==> src/rtl/uart_pkg.sv <==
// Shared UART definitions: FSM states, cfg field positions and frame shadow layout.
// Used by the TX core and the upcoming RX core.
package uart_pkg;

  localparam int unsigned DATA_W = 8;
  localparam int unsigned CFG_W  = 5;
  localparam int unsigned IDX_W  = 3;

  localparam int unsigned CFG_DBITS_LSB = 0;
  localparam int unsigned CFG_STOP      = 2;
  localparam int unsigned CFG_PAR_EN    = 3;
  localparam int unsigned CFG_PAR_ODD   = 4;

  typedef enum logic [2:0] {
    IDLE   = 3'd0,
    START  = 3'd1,
    DATA   = 3'd2,
    PARITY = 3'd3,
    STOP   = 3'd4
  } uart_state_e;

  // Per-frame settings captured at launch so cfg/data changes mid-frame are ignored.
  typedef struct packed {
    logic [DATA_W-1:0] data;
    logic [IDX_W-1:0]  last_idx;
    logic              stop2;
    logic              par_en;
    logic              par_bit;
  } uart_frame_t;

  // Data-bit code 00..11 maps to 5..8 bits.
  function automatic logic [3:0] dbits_count(input logic [1:0] code);
    return 4'(4'd5 + {2'b00, code});
  endfunction

  // Mask selecting the low N data bits for a given code.
  function automatic logic [DATA_W-1:0] dbits_mask(input logic [1:0] code);
    return DATA_W'(8'hFF >> (2'd3 - code));
  endfunction

endpackage

==> src/rtl/uart_baud_gen.sv <==
// Bit-period timer: counts 0..BAUD_DIV-1 while enabled, bit_tick is high on the last count.
// bit_tick is kept as a flop that tracks (count == BAUD_DIV-1) so it carries no decode logic.
module uart_baud_gen #(
  parameter int unsigned BAUD_DIV = 434
) (
  input  logic pclk,
  input  logic presetn,
  input  logic clr,
  input  logic en,
  output logic bit_tick
);

  localparam int unsigned CNT_W = (BAUD_DIV > 1) ? $clog2(BAUD_DIV) : 1;
  localparam logic [CNT_W-1:0] CNT_LAST = CNT_W'(BAUD_DIV - 1);

  logic [CNT_W-1:0] cnt_q;
  logic [CNT_W-1:0] cnt_inc;

  assign cnt_inc = cnt_q + CNT_W'(1);

  always_ff @(posedge pclk or negedge presetn) begin
    if (!presetn) begin
      cnt_q    <= '0;
      bit_tick <= 1'b0;
    end else if (clr) begin
      cnt_q    <= '0;
      bit_tick <= 1'b0;
    end else if (en) begin
      if (bit_tick) begin
        cnt_q    <= '0;
        bit_tick <= 1'b0;
      end else begin
        cnt_q    <= cnt_inc;
        bit_tick <= (cnt_inc == CNT_LAST);
      end
    end
  end

endmodule

==> src/rtl/uart_tx_core.sv <==
// UART transmitter: start bit, 5-8 data bits LSB first, optional parity, 1 or 2 stop bits.
// Launches on a rising edge of start_tx seen in IDLE; tx_done pulses once per completed frame.
module uart_tx_core
  import uart_pkg::*;
#(
  parameter int unsigned BAUD_DIV = 434
) (
  input  logic              pclk,
  input  logic              presetn,
  input  logic [DATA_W-1:0] tx_data,
  input  logic              start_tx,
  input  logic [CFG_W-1:0]  cfg,
  output logic              tx,
  output logic              tx_busy,
  output logic              tx_done
);

  uart_state_e       state_q, state_d;
  uart_frame_t       frame_q, frame_d;
  logic [IDX_W-1:0]  idx_q, idx_d;
  logic              start_q;
  logic              start_rise;
  logic              bit_tick;
  logic              tx_d, busy_d, done_d;
  logic [1:0]        dbits_code;

  assign start_rise = start_tx & ~start_q;
  assign dbits_code = cfg[CFG_DBITS_LSB +: 2];

  uart_baud_gen #(
    .BAUD_DIV (BAUD_DIV)
  ) u_baud_gen (
    .pclk     (pclk),
    .presetn  (presetn),
    .clr      (state_q == IDLE),
    .en       (state_q != IDLE),
    .bit_tick (bit_tick)
  );

  // State register
  always_ff @(posedge pclk or negedge presetn) begin
    if (!presetn) begin
      state_q <= IDLE;
    end else begin
      state_q <= state_d;
    end
  end

  // Next state plus shadow/shift/index updates
  always_comb begin
    state_d = state_q;
    frame_d = frame_q;
    idx_d   = idx_q;
    unique case (state_q)
      IDLE: begin
        if (start_rise) begin
          state_d          = START;
          idx_d            = '0;
          frame_d.data     = tx_data;
          frame_d.last_idx = IDX_W'(dbits_count(dbits_code) - 4'd1);
          frame_d.stop2    = cfg[CFG_STOP];
          frame_d.par_en   = cfg[CFG_PAR_EN];
          frame_d.par_bit  = (^(tx_data & dbits_mask(dbits_code))) ^ cfg[CFG_PAR_ODD];
        end
      end
      START: begin
        if (bit_tick) begin
          state_d = DATA;
          idx_d   = '0;
        end
      end
      DATA: begin
        if (bit_tick) begin
          frame_d.data = {1'b0, frame_q.data[DATA_W-1:1]};
          if (idx_q == frame_q.last_idx) begin
            idx_d   = '0;
            state_d = frame_q.par_en ? PARITY : STOP;
          end else begin
            idx_d = idx_q + IDX_W'(1);
          end
        end
      end
      PARITY: begin
        if (bit_tick) begin
          state_d = STOP;
          idx_d   = '0;
        end
      end
      STOP: begin
        // Second stop period reuses the bit index as its counter.
        if (bit_tick) begin
          if (frame_q.stop2 && (idx_q == '0)) begin
            idx_d = IDX_W'(1);
          end else begin
            idx_d   = '0;
            state_d = IDLE;
          end
        end
      end
      default: begin
        state_d = IDLE;
        idx_d   = '0;
      end
    endcase
  end

  // Output decode from the upcoming state, registered below
  always_comb begin
    tx_d   = 1'b1;
    busy_d = (state_d != IDLE);
    done_d = (state_q == STOP) && (state_d == IDLE);
    unique case (state_d)
      START:   tx_d = 1'b0;
      DATA:    tx_d = frame_d.data[0];
      PARITY:  tx_d = frame_d.par_bit;
      default: tx_d = 1'b1;
    endcase
  end

  // Datapath and output registers
  always_ff @(posedge pclk or negedge presetn) begin
    if (!presetn) begin
      start_q <= 1'b0;
      idx_q   <= '0;
      frame_q <= '0;
      tx      <= 1'b1;
      tx_busy <= 1'b0;
      tx_done <= 1'b0;
    end else begin
      start_q <= start_tx;
      idx_q   <= idx_d;
      frame_q <= frame_d;
      tx      <= tx_d;
      tx_busy <= busy_d;
      tx_done <= done_d;
    end
  end

endmodule

==> config.mk <==
export PLATFORM = sky130hd
export DESIGN_NAME = uart_tx_core
export DESIGN_NICKNAME = d
export VERILOG_FILES = /design/src/rtl/uart_pkg.sv /design/src/rtl/uart_baud_gen.sv /design/src/rtl/uart_tx_core.sv
export SDC_FILE = /design/constraint.sdc
export NUM_CORES = 1
export LEC_CHECK = 0
export BUFFER_PORTS_ARGS = -buffer_cell sky130_fd_sc_hd__buf_4
export CORE_MARGIN = 5
export CORE_UTILIZATION = 29
export CTS_CLUSTER_DIAMETER = 30
export DETAILED_ROUTE_END_ITERATION = 10
export GPL_TIMING_DRIVEN = 1
export HOLD_SLACK_MARGIN = 0.15
export PLACE_DENSITY_LB_ADDON = 0.08
export RECOVER_POWER = 100
export SYNTH_ARGS = -nofsm -noshare
export SYNTH_HDL_FRONTEND = slang
export SYNTH_SLANG_ARGS = --single-unit
export TNS_END_PERCENT = 50
==> constraint.sdc <==
create_clock -name pclk -period 4.1 [get_ports pclk]
set_clock_uncertainty 0.2 [all_clocks]
set_input_delay 0.205 -clock pclk [delete_from_list [all_inputs] [get_ports pclk]]
set_output_delay 0.205 -clock pclk [all_outputs]
set_load 0.05 [all_outputs]
# Word-level counts from Yosys, hierarchy flattened
# Cells that the tools add are included.
# word_totals
register_bits	34
output_inout_bits	3
word_cells	78
# classes
add_sub_neg	5
eq_ne	13
n_shift	1
muxes	27
bitwise_logic	4
n_reduce_logical	14
# op_table
operator	n
2-to-1 mux 3 bit	13
2-to-1 mux 9 bit	3
case mux 8 bit (2 select lines)	1
case mux 3 bit (5 select lines)	1
2-to-1 mux 14 bit	1
== test 3 x 2 -> 1 bit (second input constant)	4
case mux 3 bit (4 select lines)	1
adder 9 x 1 -> 9 bit (second input constant)	1
== test 9 bit (second input constant)	1
zero test 3 bit	3
AND 8 bit	1
2-to-1 mux 8 bit	1
parity 8 bit	1
right shift 8 x 2 -> 8 bit (first input constant)	1
== test 3 x 1 -> 1 bit (second input constant)	2
!= test 2 x 1 -> 1 bit (second input constant)	3
nonzero test 3 bit	2
2-to-1 mux 1 bit	5
AND reduction 4 bit	1
nonzero test 2 bit	2
adder 3 x 1 -> 3 bit (second input constant)	1
adder 3 x 2 -> 3 bit (first input constant)	1
== test 3 bit	1
== test 3 bit (second input constant)	1
other kinds (11)	12

# Longest topological paths before layout
# logic_depth
ltp_word	8
depth_mapped	6
ltp_nobuf	6

# Hierarchy
# Synthesis repeated with hierarchy kept, for this count alone.
# unflattened
hier_cells	183
hier_area_um2	1823.0
# by_module_without_submodules
module	n_inst	cells_each	area_each_um2
uart_tx_core	1	115	1231.2
uart_baud_gen	1	68	591.8

# Worst setup path after synthesis
# OpenSTA, ideal clock, no wires.
# synth_path
kind	reg-to-reg
from	register state_q[0]
to	register tx
setup_time_ps	82
arrival_ps	1665
required_time_ps	3818
path_slack_ps	2153
stages_incl_launch_ff	6
n_path_buf	1
cell_sequence	dfrtp_1 -> buf_4 -> nor4_4 -> nor2_2 -> a221o_1 -> o31a_1
# synth_lines
element	line	rtl
start, declared	uart_tx_core.sv:18	uart_state_e state_q, state_d;
start signal, assigned	uart_tx_core.sv:45	state_q <= state_d;
end signal, assigned	uart_tx_core.sv:133	tx <= tx_d;
end, declared	uart_tx_core.sv:13	output logic tx,

==> qor.yml <==
fp.dieW_um: 86.9
rrSetupSlack_ns: 1.34
antenna_cells: 0
grtUsageTotal: 0.103
crit_buf_inv: 0
die_area_um2: 7550
cp.arrival_ns: 2.77
antenna_found_initial: 0
htreeDepth: 2
cp_slowest_cell: "nor3_1"
start_kind: "flop"
finalCritPeriodShare: 0.674
grt_overflow: 0
final_cell_mix: "33 x dfrtp_1, 27 x nand2_1, 20 x nor2_1"
dpl.cell_count: 260
p_leak_nw: 0.926
grt_max_degree: 35
critPathMaxStageDelay_ns: 0.86
hold_viol: 0
layout_commonest_cell: "dfrtp_1"
status: "finished with violations"
postSynthCellCount: 171
area_growth_syn_to_layout_pct: 23.0
wl_per_cell_um: 12.4
slew_headroom: -0.218
start_util: 0.293
synth_cell_type_count: 41
nNetsFinal: 226
synth_area_um2: 1720
powerDensity_nw_per_um2: 439
vias: 1278
clock_path_buffers: 2
drt-initial-drc-count: 62
drive_gt1_frac: 0.131
cp-end-kind: "flop"
post-dp-hpwl_um: 2500
grt_pass1_wl_um: 6000
period_needed_ns: 2.76
core_um2: 5850
crit_family: "simple AND/OR/NAND/NOR gates"
violations: "max-capacitance violations, max-slew violations"
hold_depth: 2
drv_slew: 35
die_h_um: 86.9
hp-start: "frame_q[8]$_DFFE_PN0P_"
yosysWarnings: 0
crit_chain: "nand2_1 > nor3_1 > nor2_1 > a221o_1 > o31a_1"
reg2reg_to: "tx$_DFF_PN1_"
io_pins: 19
required_ns: 4.11
setup-violations-final: 0
yosys_register_bits: 34
max_clock_freq_mhz: 362
ant_nets: 0
insertion_delay_ns: 0.28
r2r_cells: 5
final_area_um2: 2110
tritoncts: "built"
drc: 0
setup_tns_ns: 0
first_global_vias: 1238
yosysSeqAreaShare: 0.497
r2r_start: "state_q[1]$_DFF_PN0_"
ir_worst_vdd_uv: 125
n_fill_cell: 578
vias_per_cell: 4.55
place_area_um2: 1930
critical_path_class: "flop to flop"
place.gp.congestion: 0.763
avgSynthCellArea_um2: 10.0
synth_nets: 191
firstDrtPassIters: 4
rows: 28
cts.clk_slew.worst_paths_ns: 0.07
portBuffers: 18
rsz0062_at_grt: "no"
numCtsBuffers: 5
cap_violations: 1
root_buffer: "clkbuf_8"
min_to: "frame_q[8]$_DFFE_PN0P_"
hp-class: "flop to flop"
drt_wl_total_um: 3490
stdcell_count: 281
clock_sinks: 34
path_max_fanout: 10
tightestPinTransition_ns: 1.83
-- cell type report --
| type | instances | area, um^2 | area share |
|---|---|---|---|
| Sequential cell | 34 | 852 | 0.404 |
| Multi-Input combinational cell | 124 | 795 | 0.376 |
| Timing Repair Buffer | 33 | 264 | 0.125 |
| Tap cell | 75 | 93.8 | 0.0445 |
| Clock buffer | 7 | 76.3 | 0.0362 |
| Inverter | 8 | 30.0 | 0.0142 |
-- kinds of logic after synthesis --
logic type               Yosys count  share of synthesized area
AND/OR/NAND/NOR                   71                      0.212
AO/OA/AOI/OAI                     26                      0.105
buffers and inverters             13                     0.0321
adder cells (fa/ha/maj)            4                     0.0292
XOR/XNOR                          18                     0.0919
flip-flops                        34                      0.497
multiplexers                       5                     0.0328
-- sequential cells by signal (all words and copies together), names as in the netlist --
name,flops
idx_q,3
u_baud_gen.cnt_q,9
tx_done,1
u_baud_gen.bit_tick,1
state_q,3
tx_busy,1
frame_q,14
start_q,1
tx,1
-- layer usage --
metal  GRT usage  part of all wire  wire length [um]
met2       0.160              0.46              1620
met1       0.134              0.48              1690
met3      0.0341             0.039               136
met4      0.0382             0.013                44
met5           0                 0                 0
-- worst max path at each step --
| stage | from | endpoint | slack (ns) | cells after the start |
|---|---|---|---|---|
| after floorplan | state_q[0]$_DFF_PN0_ | tx$_DFF_PN1_ | 2.15 | 5 |
| after global placement | state_q[0]$_DFF_PN0_ | tx$_DFF_PN1_ | 2.07 | 5 |
| after detailed placement | state_q[1]$_DFF_PN0_ | tx$_DFF_PN1_ | 2.00 | 5 |
| after CTS | start_tx | tx$_DFF_PN1_ | 1.98 | 8 |
| after global routing | state_q[1]$_DFF_PN0_ | tx$_DFF_PN1_ | 1.11 | 5 |
| final | state_q[1]$_DFF_PN0_ | tx$_DFF_PN1_ | 1.34 | 5 |
-- worst reg2reg max path, cell delays in order, from the launching register on --
cell and delay, ns:
dfrtp_1 0.49, nand2_1 0.13, nor3_1 0.86, nor2_1 0.32, a221o_1 0.39, o31a_1 0.30
-- where the power goes --
group	switching, mW	total (mW)	internal, mW
Combinational	0.116	0.220	0.104
Sequential	0.0627	0.476	0.413
Clock	0.113	0.230	0.117
-- stage by stage --
step           total power, mW  hold slack [ns]  setup WS (ns)  utilization
2_1_floorplan            0.633           -0.291           2.15            -
3_3_place_gp             0.702          -0.0164           2.07        0.329
3_5_place_dp             0.702          -0.0118           2.00        0.329
4_1_cts                  0.951            0.221           1.98        0.366
5_1_grt                   1.00            0.314           1.11        0.361
6_report                 0.926            0.286           1.34        0.361
-- cells in the mapped netlist (all sizes together) --
master,instances,area share
a211o,1,0.0051
a21o,3,0.013
a21oi,2,0.0058
a221o,1,0.0058
a22oi,6,0.026
a31oi,1,0.0036
a32o,1,0.0058
and2,1,0.0036
and3,1,0.0036
and4b,1,0.0058
buf,3,0.010
clkbuf,2,0.0044
dfrtp,33,0.48
dfstp,1,0.015
ha,4,0.029
inv,8,0.018
mux2,5,0.033
nand2,27,0.059
nand2b,4,0.015
nand3,1,0.0029
nand3b,1,0.0044
nand4,1,0.0036
nand4b,3,0.015
nor2,20,0.045
nor2b,1,0.0036
nor3,4,0.018
nor3b,2,0.0088
nor4,2,0.016
o211ai,1,0.0044
o21ai,7,0.020
o31a,1,0.0051
o31ai,1,0.0044
o41ai,1,0.0051
or2,1,0.0036
or3,1,0.0036
xnor2,12,0.061
xor2,6,0.031
-- timing repair --
item,4_1_cts,5_1_grt
gates resized for setup,0,0
hold endpoints to repair,48,0
endpoints found under the setup margin,0,0
hold buffers,14,0
setup buffers,0,0
(Power assumes the default switching activity.)
